==> src/rtl/wb_spi_cmd_master.sv <==
// -----------------------------------------------------------------------------
// wb_spi_cmd_master
//
// Purpose:
//   Wishbone classic single-cycle bus master placed directly in front of the
//   SPI core's Wishbone slave port. It turns each command taken from a
//   valid/ready command stream into exactly one Wishbone cycle. It returns the
//   read data and status on a valid/ready response stream. A cycle that gets
//   no ack/err within TIMEOUT_CYCLES cycles is closed with a timeout error.
//   The slave interrupt line is registered before it is passed upstream.
//
// Optional feature (compile-time macro WB_SPI_CMD_MASTER_IRQ_LATCH_EN):
//   defined   : irq_o is sticky. It is set on a rising edge of the registered
//               wb_int_i and cleared by irq_clr_i. If set and clear happen in
//               the same cycle, set wins.
//   undefined : irq_o is wb_int_i delayed by one flop, and irq_clr_i is ignored.
//
// Parameters:
//   TIMEOUT_CYCLES : cycles a bus cycle may stay open (0 disables the timeout)
//   TIMEOUT_W      : timeout counter width (TIMEOUT_CYCLES < 2**TIMEOUT_W)
//
// Ports:
//   wb_clk_i, wb_rst_i              clock, asynchronous active-low reset
//   cmd_valid_i/cmd_ready_o         command handshake
//   cmd_we_i/adr_i/dat_i/sel_i      command fields
//   rsp_valid_o/rsp_ready_i         response handshake
//   rsp_dat_o/err_o/timeout_o       response fields
//   wb_adr_o/dat_o/sel_o/we_o/stb_o/cyc_o   master outputs to the slave
//   wb_dat_i/ack_i/err_i/int_i      slave outputs to the master
//   irq_o, irq_clr_i                upstream interrupt and its clear
// -----------------------------------------------------------------------------
module wb_spi_cmd_master #(
  parameter int TIMEOUT_CYCLES = 16,
  parameter int TIMEOUT_W      = 8
) (
  input  logic        wb_clk_i,
  input  logic        wb_rst_i,
  input  logic        cmd_valid_i,
  output logic        cmd_ready_o,
  input  logic        cmd_we_i,
  input  logic [4:0]  cmd_adr_i,
  input  logic [31:0] cmd_dat_i,
  input  logic [3:0]  cmd_sel_i,
  output logic        rsp_valid_o,
  input  logic        rsp_ready_i,
  output logic [31:0] rsp_dat_o,
  output logic        rsp_err_o,
  output logic        rsp_timeout_o,
  output logic [4:0]  wb_adr_o,
  output logic [31:0] wb_dat_o,
  output logic [3:0]  wb_sel_o,
  output logic        wb_we_o,
  output logic        wb_stb_o,
  output logic        wb_cyc_o,
  input  logic [31:0] wb_dat_i,
  input  logic        wb_ack_i,
  input  logic        wb_err_i,
  input  logic        wb_int_i,
  output logic        irq_o,
  input  logic        irq_clr_i
);

  typedef enum logic [1:0] {
    ST_IDLE = 2'd0,
    ST_BUS  = 2'd1,
    ST_RESP = 2'd2
  } state_t;

  localparam bit                   C_TO_EN    = (TIMEOUT_CYCLES != 0);
  localparam logic [TIMEOUT_W-1:0] C_CNT_LAST = TIMEOUT_W'(TIMEOUT_CYCLES - 1);
  localparam logic [TIMEOUT_W-1:0] C_CNT_MAX  = {TIMEOUT_W{1'b1}};
  localparam logic [TIMEOUT_W-1:0] C_CNT_ONE  = TIMEOUT_W'(1);

  state_t                r_state, w_state;
  logic [4:0]            r_adr, w_adr;
  logic [31:0]           r_dat, w_dat;
  logic [3:0]            r_sel, w_sel;
  logic                  r_we, w_we;
  logic                  r_cyc, w_cyc;
  logic                  r_rsp_valid, w_rsp_valid;
  logic [31:0]           r_rsp_dat, w_rsp_dat;
  logic                  r_rsp_err, w_rsp_err;
  logic                  r_rsp_to, w_rsp_to;
  logic [TIMEOUT_W-1:0]  r_cnt, w_cnt;
  logic                  w_term;
  logic                  r_irq, w_irq;

  // Next-state and next-output logic. All outputs are registered below.
  always_comb begin
    w_state     = r_state;
    w_adr       = r_adr;
    w_dat       = r_dat;
    w_sel       = r_sel;
    w_we        = r_we;
    w_cyc       = r_cyc;
    w_rsp_valid = r_rsp_valid;
    w_rsp_dat   = r_rsp_dat;
    w_rsp_err   = r_rsp_err;
    w_rsp_to    = r_rsp_to;
    w_cnt       = r_cnt;
    w_term      = 1'b0;
    case (r_state)
      ST_IDLE: begin
        if (cmd_valid_i) begin
          w_adr   = cmd_adr_i;
          w_dat   = cmd_dat_i;
          w_sel   = cmd_sel_i;
          w_we    = cmd_we_i;
          w_cyc   = 1'b1;
          w_cnt   = {TIMEOUT_W{1'b0}};
          w_state = ST_BUS;
        end else begin
          // adr/dat/sel keep their last value; only we and cyc return low
          w_we  = 1'b0;
          w_cyc = 1'b0;
        end
      end
      ST_BUS: begin
        // err outranks a simultaneous ack, and both outrank the timeout
        if (wb_err_i) begin
          w_term    = 1'b1;
          w_rsp_err = 1'b1;
          w_rsp_to  = 1'b0;
          w_rsp_dat = 32'h0000_0000;
        end else if (wb_ack_i) begin
          w_term    = 1'b1;
          w_rsp_err = 1'b0;
          w_rsp_to  = 1'b0;
          w_rsp_dat = r_we ? 32'h0000_0000 : wb_dat_i;
        end else if (C_TO_EN && (r_cnt == C_CNT_LAST)) begin
          w_term    = 1'b1;
          w_rsp_err = 1'b1;
          w_rsp_to  = 1'b1;
          w_rsp_dat = 32'h0000_0000;
        end else begin
          // saturate so a disabled timeout never wraps the counter
          if (r_cnt != C_CNT_MAX) begin
            w_cnt = r_cnt + C_CNT_ONE;
          end else begin
            w_cnt = r_cnt;
          end
        end
        if (w_term) begin
          w_cyc       = 1'b0;
          w_we        = 1'b0;
          w_rsp_valid = 1'b1;
          w_state     = ST_RESP;
        end else begin
          w_state = ST_BUS;
        end
      end
      ST_RESP: begin
        if (rsp_ready_i) begin
          w_rsp_valid = 1'b0;
          w_state     = ST_IDLE;
        end else begin
          w_state = ST_RESP;
        end
      end
      default: begin
        w_state     = ST_IDLE;
        w_cyc       = 1'b0;
        w_we        = 1'b0;
        w_rsp_valid = 1'b0;
      end
    endcase
  end

  // State and registered bus/response outputs. Reset drops the bus immediately.
  always_ff @(posedge wb_clk_i or negedge wb_rst_i) begin
    if (!wb_rst_i) begin
      r_state     <= ST_IDLE;
      r_adr       <= 5'h00;
      r_dat       <= 32'h0000_0000;
      r_sel       <= 4'h0;
      r_we        <= 1'b0;
      r_cyc       <= 1'b0;
      r_rsp_valid <= 1'b0;
      r_rsp_dat   <= 32'h0000_0000;
      r_rsp_err   <= 1'b0;
      r_rsp_to    <= 1'b0;
      r_cnt       <= {TIMEOUT_W{1'b0}};
    end else begin
      r_state     <= w_state;
      r_adr       <= w_adr;
      r_dat       <= w_dat;
      r_sel       <= w_sel;
      r_we        <= w_we;
      r_cyc       <= w_cyc;
      r_rsp_valid <= w_rsp_valid;
      r_rsp_dat   <= w_rsp_dat;
      r_rsp_err   <= w_rsp_err;
      r_rsp_to    <= w_rsp_to;
      r_cnt       <= w_cnt;
    end
  end

`ifdef WB_SPI_CMD_MASTER_IRQ_LATCH_EN
  logic r_int_q;

  // Sticky interrupt: a rise of the registered line sets it, and set wins over clear.
  always_comb begin
    w_irq = (wb_int_i & ~r_int_q) | (r_irq & ~irq_clr_i);
  end

  // Interrupt input register and sticky flag.
  always_ff @(posedge wb_clk_i or negedge wb_rst_i) begin
    if (!wb_rst_i) begin
      r_int_q <= 1'b0;
      r_irq   <= 1'b0;
    end else begin
      r_int_q <= wb_int_i;
      r_irq   <= w_irq;
    end
  end
`else
  logic w_unused_irq_clr;
  assign w_unused_irq_clr = irq_clr_i;

  // Level-following interrupt: one flop of delay.
  always_comb begin
    w_irq = wb_int_i;
  end

  // Interrupt delay flop.
  always_ff @(posedge wb_clk_i or negedge wb_rst_i) begin
    if (!wb_rst_i) begin
      r_irq <= 1'b0;
    end else begin
      r_irq <= w_irq;
    end
  end
`endif

  assign cmd_ready_o   = (r_state == ST_IDLE);
  assign rsp_valid_o   = r_rsp_valid;
  assign rsp_dat_o     = r_rsp_dat;
  assign rsp_err_o     = r_rsp_err;
  assign rsp_timeout_o = r_rsp_to;
  assign wb_adr_o      = r_adr;
  assign wb_dat_o      = r_dat;
  assign wb_sel_o      = r_sel;
  assign wb_we_o       = r_we;
  assign wb_stb_o      = r_cyc;
  assign wb_cyc_o      = r_cyc;
  assign irq_o         = r_irq;

endmodule
==> config.mk <==
export PLATFORM = sky130hd
export DESIGN_NAME = wb_spi_cmd_master
export DESIGN_NICKNAME = d
export VERILOG_FILES = /design/src/rtl/wb_spi_cmd_master.sv
export SDC_FILE = /design/constraint.sdc
export NUM_CORES = 1
export LEC_CHECK = 0
export BUFFER_PORTS_ARGS = -buffer_cell sky130_fd_sc_hd__buf_2
export CORE_MARGIN = 3
export CORE_UTILIZATION = 48
export CTS_BUF_LIST = sky130_fd_sc_hd__clkbuf_16
export CTS_CLUSTER_DIAMETER = 40
export DETAILED_ROUTE_END_ITERATION = 8
export PLACE_DENSITY_LB_ADDON = 0.3
export SKIP_LAST_GASP = 1
export SYNTH_ARGS = -nofsm -noshare
export SYNTH_HDL_FRONTEND = slang
export SYNTH_SLANG_ARGS = --single-unit
==> constraint.sdc <==
create_clock -name wb_clk_i -period 2.87 [get_ports wb_clk_i]
set_clock_uncertainty 0.1 [all_clocks]
set_input_delay 0 -clock wb_clk_i [delete_from_list [all_inputs] [get_ports wb_clk_i]]
set_output_delay 0 -clock wb_clk_i [all_outputs]
set_load 0.02 [all_outputs]
==> summary.md, run 1 <==
| Metric | Value |
|---|---|
| Outcome | finished clean |
| Drt pass-1 iters | 4 |
| Setup_tns | 0 ps |
| Drt initial violations | 102 |
| Slowest-stage cell, CP | dlygate4sd3_1 |
| Routed Wire Length | 11,200 um |
| Final net count | 722 |
| RSZ-0062 raised after global routing | no |
| Worst Tran Pin Value | 699 ps |
| Clock root buffer | clkbuf_16 |
| Max VDD drop | 0.620 mV |
| Most common cell in the netlist | nand2_1 |
| CTS H-tree lvls | 3 |
| PwrDens | 1020 nW/um^2 |
| DIE AREA | 9030 sq um |
| Slew margin rel. | 53.4% |
| Worst-path clk slew | 60 ps |
| FFs w/ async S/R, synth | 100% |
| CTS Buf Count | 9 |
| Area leader, netlist | dfrtp_1 |
| CTS tree | done |
| Crit end category | flop |
| Grt met1 use | 29.4% |
| Area growth syn-to-layout | 54.7% |
| EDFF count, synth | 0 |
| Routed len/inst | 15.1 um |
| Initial antenna violation count | 0 |
| Antenna viol nets, final | 0 |
| Crit-path max FO | 7 |
| Final Total Pwr | 6010 uW |
| Pin count of the biggest net entering global routing | 56 |
| Gr usage total | 25.7% |
| Total number of vias | 3,644 |
| Hold Path Class | in -> async |
| First-pass GRT wire length | 18,000 um |
| Crit-path max cell delay | 560 ps |
| WP data required | 2980 ps |
| Area contributors post-synth | dfrtp_1, nand2_1, mux2i_1 |
| Leakage | 0.00330 uW |
| Syn avg cell area | 9.56 sq um |
| Met3 Resource Use GR | 6.31% |
| Top_reg_cell synth | dfrtp_1 |
| IO Pins | 163 |
| Final Setup Violations | 0 |
| Gr busiest metal | met2 |
| Placement Setup Slack | 507 ps |
| Initial Util | 50.8% |
| CP Launch Type | flop |
| Die height | 95.0 um |
| Setup ws final | 450 ps |
| Clock Path Buffers | 2 |
| Worst-skew pair later-pin latency | 320 ps |
| Worst Path Arrival | 2530 ps |
| Crit Path Category | reg -> reg |
| Post-CTS Setup Bufs | 0 |
| Remaining DRCs | 0 |
| Ant diodes | 0 |
| Core Box Area | 7490 sq um |
| Final hold violations | 0 |
| Seq/Total Area, Yosys | 58.5% |
| Die Span X | 95.0 um |
| Synthesis Warnings | 0 |
| Post-synth top cells | nand2_1, dfrtp_1, inv_1 |
| Number of port buffers | 161 |
| Site Rows | 31 |
| Routability cong. | 0.888 |
| Worst path cell trace | ha_1, and3_1, a211o_1, a21oi_1, a31oi_1, dlygate4sd3_1 |
| #FFs+latches synth | 89 |
| Via density | 4.90 |
| Period utilization | 84.3% |
| Max Cap Viol | 0 |
| Post-synth top area share | 58.5% |
| Max Fclk | 413 MHz |
| Vias in the first global route | 3,833 |
| Final Slew Violations | 0 |
| Grt total ovfl | 0 |
| Fin crit period | 2420 ps |
| Mapped Area | 3800 sq um |
| Proportion of layout cells with a drive suffix above 1 | 29.2% |
| Post-Synthesis Cells | 398 |
| Routing usage on met2 | 46.3% |
| Mapped Nets | 481 |
| Synth cell types | 39 |
| DP Wirelength | 6710 um |
| Clock sink count | 89 |
| # resized after CTS | 0 |
[report_power, final]
group | switching [uW] | internal, uW | total (uW)
Sequential | 340 | 1800 | 2140
Combinational | 1610 | 882 | 2490
Clock | 457 | 932 | 1390
Total | 2400 | 3610 | 6010
[kinds of logic after synthesis]
group | Yosys count | synth area share [%]
mux | 32 | 8.42
simple gates | 196 | 21.6
buf+inv | 53 | 5.66
compound gates | 27 | 5.43
fa+ha+maj | 1 | 0.329
flops | 89 | 58.5
[placed cells by master, fill, tap and decap left out, types with 2 or more instances in the layout]
cell type	n
nor3_1	2
a211o_1	3
o21ai_0	4
a21o_1	2
mux2i_1	32
dfrtp_1	89
a31oi_1	2
a21oi_1	6
buf_2	160
dlygate4sd3_1	81
and2b_1	2
nand4_1	2
inv_1	37
nor2_1	9
nand2_1	164
clkbuf_16	9
nand3_1	3
nor3b_1	3
bufinv_16	4
buf_4	6
[cell type report]
class / count / area (sq um)
Inverter: 35 / 131
Clock inverter: 7 / 135
Sequential cell: 89 / 2230
Clock buffer: 9 / 225
Tap cell: 99 / 124
Timing Repair Buffer: 248 / 1680
Fill cell: 481 / 1600
Multi-Input combinational cell: 256 / 1370
[sequential cells by signal, summed over array words and instances, names as in the netlist]
register	count
r_state	2
rsp_err_o	1
irq_o	1
rsp_valid_o	1
wb_cyc_o	1
wb_dat_o	32
r_cnt	8
rsp_dat_o	32
wb_we_o	1
wb_sel_o	4
wb_adr_o	5
rsp_timeout_o	1
[metal layers]
layer | up-vias | routed length [um]
li1 | 1738 | -
met3 | 23 | 699
met5 | - | 0
met1 | 1735 | 4370
met2 | 148 | 5910
met4 | 0 | 246
[final timing paths]
| kind | from | depth (start not counted) | endpoint | slack, ps |
|---|---|---|---|---|
| min | wb_rst_i | 2 | wb_we_o | 160 |
| max reg2reg | r_cnt[0] | 6 | rsp_err_o | 450 |
| min in group wb_clk_i | wb_int_i | 2 | irq_o | 250 |
| min reg2reg | wb_adr_o[3] | 2 | wb_adr_o[3] | 370 |
| max in group asynchronous | wb_rst_i | 3 | irq_o | 1760 |
| max | r_cnt[0] | 6 | rsp_err_o | 450 |
[repair_timing]
item	in CTS	in global routing
endpoints found under the hold margin	133	0
hold buffers	81	0
endpoints found under the setup margin	0	0
[stage by stage]
| step | util [%] | hold WS (ps) | cell area (sq um) | cells |
|---|---|---|---|---|
| global placement | 63.0 | -5.41 | 4720 | 646 |
| detailed placement | 63.0 | -7.68 | 4720 | 646 |
| CTS | 78.6 | 185 | 5890 | 743 |
| floorplan | - | -396 | 3800 | 398 |
| global route | 78.6 | 217 | 5890 | 743 |
| finish | 78.6 | 157 | 5890 | 743 |
[worst max-delay path, delay by kind of cell, from the launching register on]
kind	cells	cell delay, ps
AOI/OAI and AO/OA	3	590
and+or+nand+nor	1	300
buffers and inverters	1	560
DFF	1	450
adders and majority gates	1	310
(Power assumes the default switching activity.)
==> run 2, diff against run 1 <==
--- a/config.mk
+++ b/config.mk
@@ -5,9 +5,10 @@
 export SDC_FILE = /design/constraint.sdc
 export NUM_CORES = 1
 export LEC_CHECK = 0
+export ABC_AREA = 1
 export BUFFER_PORTS_ARGS = -buffer_cell sky130_fd_sc_hd__buf_2
 export CORE_MARGIN = 3
-export CORE_UTILIZATION = 48
+export CORE_UTILIZATION = 47
 export CTS_BUF_LIST = sky130_fd_sc_hd__clkbuf_16
 export CTS_CLUSTER_DIAMETER = 40
 export DETAILED_ROUTE_END_ITERATION = 8
==> constraint.sdc (replaced) <==
create_clock -name wb_clk_i -period 2.3 [get_ports wb_clk_i]
set_clock_uncertainty 0.1 [all_clocks]
set_input_delay 0 -clock wb_clk_i [delete_from_list [all_inputs] [get_ports wb_clk_i]]
set_output_delay 0 -clock wb_clk_i [all_outputs]
set_load 0.02 [all_outputs]
==> run 2 against run 1 <==
- via count up 4.4%
- maximum frequency increased by 27%
- sequential power up 20%
- register-to-register slack worse by 50 ps
- critical path depth increased by 2
- synthesized cell count grew 8.8%
- core utilization shrank 0.62 points
- first-iteration DRC count is 89% higher
- clock-buffer cell count unchanged
- global-route usage increased by 0.74 points
- highest routed layer unchanged
==> summary.md, run 2 <==
| Metric | Value |
|---|---|
| Slew margin rel. | 45.0% |
| Die height | 94.8 um |
| Via density | 4.87 |
| Drt initial violations | 193 |
| Area leader, netlist | dfrtp_1 |
| Antenna viol nets, final | 0 |
| Outcome | finished clean |
| Pin count of the biggest net entering global routing | 68 |
| CTS tree | done |
| Synthesis Warnings | 0 |
| Final net count | 762 |
| Slowest-stage cell, CP | dlygate4sd3_1 |
| Final Setup Violations | 0 |
| Ant diodes | 0 |
| PwrDens | 1220 nW/um^2 |
| Site Rows | 31 |
| Synth cell types | 27 |
| Worst Path Arrival | 2010 ps |
| Post-synth top area share | 60.1% |
| First-pass GRT wire length | 18,400 um |
| CTS Buf Count | 9 |
| Mapped Nets | 516 |
| Hold-fix buffers, CTS | 88 |
| Worst-path clk slew | 60 ps |
| Area contributors post-synth | dfrtp_1, nand2_1, o21ai_1 |
| Clock Path Buffers | 2 |
| Crit Path Category | reg -> reg |
| Crit-path max cell delay | 550 ps |
| Cell mode on critical path | nand2_2 |
| Crit end category | flop |
| Util after Layout | 78.0% |
| Max Fclk | 525 MHz |
| Initial antenna violation count | 0 |
| DP Wirelength | 6510 um |
| Remaining DRCs | 0 |
| Period utilization | 82.8% |
| Area growth syn-to-layout | 56.7% |
| Final hold violations | 0 |
| Worst Tran Pin Value | 825 ps |
| # resized after CTS | 0 |
| CP Launch Type | flop |
| Proportion of layout cells with a drive suffix above 1 | 28.0% |
| Final Slew Violations | 0 |
| CTS H-tree lvls | 3 |
| Syn avg cell area | 8.56 sq um |
| Most common cell in the netlist | nand2_1 |
| Seq/Total Area, Yosys | 60.1% |
| FFs w/ async S/R, synth | 100% |
| Top_reg_cell synth | dfrtp_1 |
| DIE AREA | 8990 sq um |
| Fin crit period | 1900 ps |
| Mapped Area | 3710 sq um |
| Routed len/inst | 14.5 um |
| Routed Wire Length | 11,300 um |
| Total number of vias | 3,806 |
| Clock sink count | 89 |
| Most frequent cells in the layout | nand2_1, buf_2, dfrtp_1 |
| Post-synth top cells | nand2_1, dfrtp_1, nor2_1 |
| Max VDD drop | 0.861 mV |
| RSZ-0062 raised after global routing | no |
| Worst path cell trace | ha_1, nand2_2, nor2_4, nand3_2, nand2_1, nand2_2, o31ai_1, dlygate4sd3_1 |
| WP data required | 2410 ps |
| DP Area | 4600 sq um |
| Post-CTS Setup Bufs | 0 |
| IO Pins | 163 |
| Crit-path max FO | 5 |
| Post-Synthesis Cells | 433 |
| Leakage | 0.00308 uW |
| Worst-skew pair later-pin latency | 330 ps |
| Most common cell after layout, fill and taps aside | nand2_1 |
| Clock root buffer | clkbuf_16 |
| Core Box Area | 7450 sq um |
| Setup_tns | 0 ps |
| Vias in the first global route | 4,032 |
| Post-Layout Inst Area | 5810 sq um |
| Max Cap Viol | 0 |
| Grt total ovfl | 0 |
| Initial Util | 49.8% |
| Routability cong. | 0.764 |
| Hold Path Class | in -> reg |
| Gr usage total | 26.4% |
| Drt pass-1 iters | 5 |
| Die Span X | 94.8 um |
| EDFF count, synth | 0 |
| Number of port buffers | 161 |
| #FFs+latches synth | 89 |
run 2: cell count changes after synthesis, moves of 10 or more:
| cell | before | now |
|---|---|---|
| inv_1 | 35 | 12 |
| nand3_1 | 3 | 14 |
| nor2_1 | 9 | 19 |
| o21ai_1 | 0 | 18 |
| nand2_1 | 164 | 225 |
| mux2i_1 | 32 | 0 |
run 2: final timing paths:
path | end | from | slack [ps] | depth (start not counted)
worst max-delay path | r_state[1] | r_cnt[0] | 400 | 8
worst min-delay path | wb_dat_o[6] | cmd_valid_i | 90 | 5
worst max register to register | r_state[1] | r_cnt[0] | 400 | 8
worst min register to register | wb_dat_o[19] | wb_dat_o[19] | 380 | 2
max in group asynchronous | r_cnt[7] | wb_rst_i | 1160 | 3
min in group asynchronous | rsp_dat_o[21] | wb_rst_i | 210 | 2
run 2: routing by layer:
layer	track usage [%]	part of all wire [%]	routed length, um
met1	29.7	38	4280
met2	47.6	53	5960
met3	6.45	6.6	752
met4	11.1	2.9	328
met5	0	0	0
run 2: layout make-up:
cell class              instances  area, sq um
well taps                      99          124
flip-flops and latches         89         2230
multi-input cells             311         1330
clock inverters                 6          106
clock buffers                   9          225
fillers                       516         1640
repair buffers                255         1750
inverters                      13         48.8
run 2: power breakdown:
part / internal, uW / total, uW / switching, uW
clock network: 1050 / 1630 / 574
logic: 966 / 2900 / 1930
registers: 2200 / 2570 / 376
run 2: cell families after synthesis:
| kind of cell | Yosys count | synth area share (%) |
|---|---|---|
| AO/OA/AOI/OAI | 41 | 6.38 |
| buffers and inverters | 33 | 4.18 |
| AND/OR/NAND/NOR | 268 | 28.8 |
| XOR/XNOR | 1 | 0.236 |
| flip-flops | 89 | 60.1 |
| adder cells (fa/ha/maj) | 1 | 0.337 |
run 2: metrics by stage:
step / hold WS [ps] / power (uW) / setup WS [ps] / instances
finish: 89.4 / 7100 / 396 / 782
global route: 169 / 7530 / 277 / 782
CTS: 79.1 / 7060 / 383 / 782
detailed placement: 15.2 / 5280 / 504 / 679
global placement: 9.16 / 5200 / 595 / 679
floorplan: -396 / 4290 / 749 / 433
run 2: worst max-delay path: cells and delay by family (launching register included):
family	cells	cell delay [ps]
AND/OR/NAND/NOR	5	400
flip-flops	1	420
buffers and inverters	1	550
adder cells (fa/ha/maj)	1	240
AO/OA/AOI/OAI	1	80
==> run 3, diff against run 2 <==
--- a/config.mk
+++ b/config.mk
@@ -8,7 +8,7 @@
 export ABC_AREA = 1
 export BUFFER_PORTS_ARGS = -buffer_cell sky130_fd_sc_hd__buf_2
 export CORE_MARGIN = 3
-export CORE_UTILIZATION = 47
+export CORE_UTILIZATION = 43
 export CTS_BUF_LIST = sky130_fd_sc_hd__clkbuf_16
 export CTS_CLUSTER_DIAMETER = 40
 export DETAILED_ROUTE_END_ITERATION = 8
==> constraint.sdc (replaced) <==
create_clock -name wb_clk_i -period 1.75 [get_ports wb_clk_i]
set_clock_uncertainty 0.1 [all_clocks]
set_input_delay 0 -clock wb_clk_i [delete_from_list [all_inputs] [get_ports wb_clk_i]]
set_output_delay 0 -clock wb_clk_i [all_outputs]
set_load 0.02 [all_outputs]
==> run 3 against run 2 <==
- global-route usage down 3.7 points
- cell count rose by 0.13%
- register-to-register slack lost 250 ps
- cell area up 0.32%
- power rose by 32%
- clock-buffer cell count unchanged
- critical path type unchanged
- largest power group unchanged
- highest routed layer unchanged
==> summary.md, run 3 (synthesized netlist as in run 2, its figures left out) <==
| Metric | Value |
|---|---|
| Outcome | finished clean |
| Antenna viol nets, final | 0 |
| Clock Path Buffers | 2 |
| DP Wirelength | 6380 um |
| Site Rows | 33 |
| Proportion of layout cells with a drive suffix above 1 | 29.4% |
| Ant diodes | 0 |
| Final Slew Violations | 0 |
| Routability cong. | 0.854 |
| Max Cap Viol | 0 |
| Fin crit period | 1600 ps |
| Via density | 4.68 |
| DP Area | 4670 sq um |
| Period utilization | 91.4% |
| Routed Wire Length | 10,600 um |
| Crit Path Category | reg -> reg |
| Die Span X | 98.9 um |
| Final Total Pwr | 9390 uW |
| Worst-path clk slew | 70 ps |
| Initial antenna violation count | 0 |
| Slew margin rel. | 68.8% |
| PwrDens | 1610 nW/um^2 |
| Most frequent cells in the layout | nand2_1, buf_2, dfrtp_1 |
| DIE AREA | 9780 sq um |
| Post-Layout Inst Area | 5830 sq um |
| CTS Buf Count | 9 |
| Drt initial violations | 155 |
| Worst Path Arrival | 1690 ps |
| Final net count | 756 |
| Clock root buffer | clkbuf_16 |
| Drt pass-1 iters | 4 |
| Clock sink count | 89 |
| Worst-skew pair later-pin latency | 320 ps |
| First-pass GRT wire length | 17,900 um |
| IO Pins | 163 |
| Grt total ovfl | 0 |
| Max VDD drop | 1.07 mV |
| Die height | 98.9 um |
| Total number of vias | 3,665 |
| Leakage | 0.00309 uW |
| Final hold violations | 0 |
| Worst Tran Pin Value | 468 ps |
| Initial Util | 44.7% |
| Area growth syn-to-layout | 57.2% |
| Util after Layout | 70.2% |
| Setup_tns | 0 ps |
| CTS tree | done |
| Final Setup Violations | 0 |
| Remaining DRCs | 0 |
| CP Launch Type | flop |
| Most common cell after layout, fill and taps aside | nand2_1 |
| Vias in the first global route | 3,760 |
| Hold Path Class | in -> reg |
| Gr usage total | 22.7% |
| Crit end category | flop |
| Core Box Area | 8300 sq um |
| RSZ-0062 raised after global routing | no |
| Number of port buffers | 161 |
| Pin count of the biggest net entering global routing | 90 |
| Routed len/inst | 13.6 um |
| Crit-path max FO | 59 |
| WP data required | 1840 ps |
| Max Fclk | 625 MHz |
| CTS H-tree lvls | 3 |
-- run 3: cell count changes in the layout (fill, tap and decap cells not counted) --
| cell | delta |
|---|---|
| nand2_2 | +1 |
| nand2_1 | -1 |
| ha_1 | -1 |
| nand3_4 | +1 |
| dlygate4sd3_1 | -9 |
| clkinv_1 | -1 |
| clkinvlp_4 | +2 |
| buf_12 | +4 |
| buf_4 | -1 |
| ha_2 | +1 |
| o21ai_1 | +2 |
| o21ai_0 | -2 |
| nand3_1 | -1 |
-- run 3: final timing paths --
kind                             start       endpoint  slack, ps  cells after the start
setup / recovery              r_cnt[1]   rsp_dat_o[1]        150                      9
hold / removal             cmd_valid_i       wb_cyc_o        110                      4
setup reg to reg              r_cnt[1]   rsp_dat_o[1]        150                      9
hold reg to reg            wb_dat_o[5]    wb_dat_o[5]        380                      2
max in group asynchronous     wb_rst_i       r_cnt[2]       1020                      3
min in group asynchronous     wb_rst_i  rsp_dat_o[18]        160                      3
-- run 3: metrics by stage --
stage / std cells / worst slack (ps) / hold WS [ps]
after floorplan: 433 / 199 / -396
after global placement: 687 / 112 / -21.4
after detailed placement: 687 / 28.9 / -16.2
after CTS: 782 / 38.8 / 102
after global routing: 783 / 18.7 / 121
final: 783 / 150 / 107
-- run 3: area by class of cell --
type / count / area, sq um
fillers: 612 / 2470
repair buffers: 249 / 1730
clock inverters: 7 / 118
clock buffers: 9 / 225
inverters: 13 / 48.8
flip-flops and latches: 89 / 2230
multi-input cells: 311 / 1350
well taps: 105 / 131
-- run 3: worst max-delay path, stage by stage (launching register included) --
cell and delay (ps):
dfrtp_1 360, ha_2 190, nand2_2 90, nor2_4 120, nand3_2 80, nand2_1 80, nand2_2 70, buf_12 190
nand2_1 80, o21ai_0 90
-- run 3: what timing repair did --
item,CTS,global route
gates resized for setup,1,5
hold buffers,79,0
setup endpoints to repair,1,20
buffers inserted,0,1
hold endpoints to repair,168,0
-- run 3: power breakdown --
| group | leakage [uW] | switching [uW] | internal [uW] |
|---|---|---|---|
| clock | 0.000160 | 790 | 1400 |
| sequential | 0.00115 | 484 | 2890 |
| combinational | 0.00178 | 2510 | 1320 |
| total | 0.00309 | 3790 | 5600 |
-- run 3: per-layer routing --
| metal | wire length, um | vias to the layer above | global-route usage, % | part of all wire [%] |
|---|---|---|---|---|
| li1 | - | 1830 | - | - |
| met1 | 4570 | 1672 | 28.8 | 43 |
| met2 | 5130 | 149 | 38.2 | 48 |
| met3 | 760 | 14 | 5.80 | 7.1 |
| met4 | 174 | 0 | 7.14 | 1.6 |
| met5 | 0 | - | 0 | 0 |
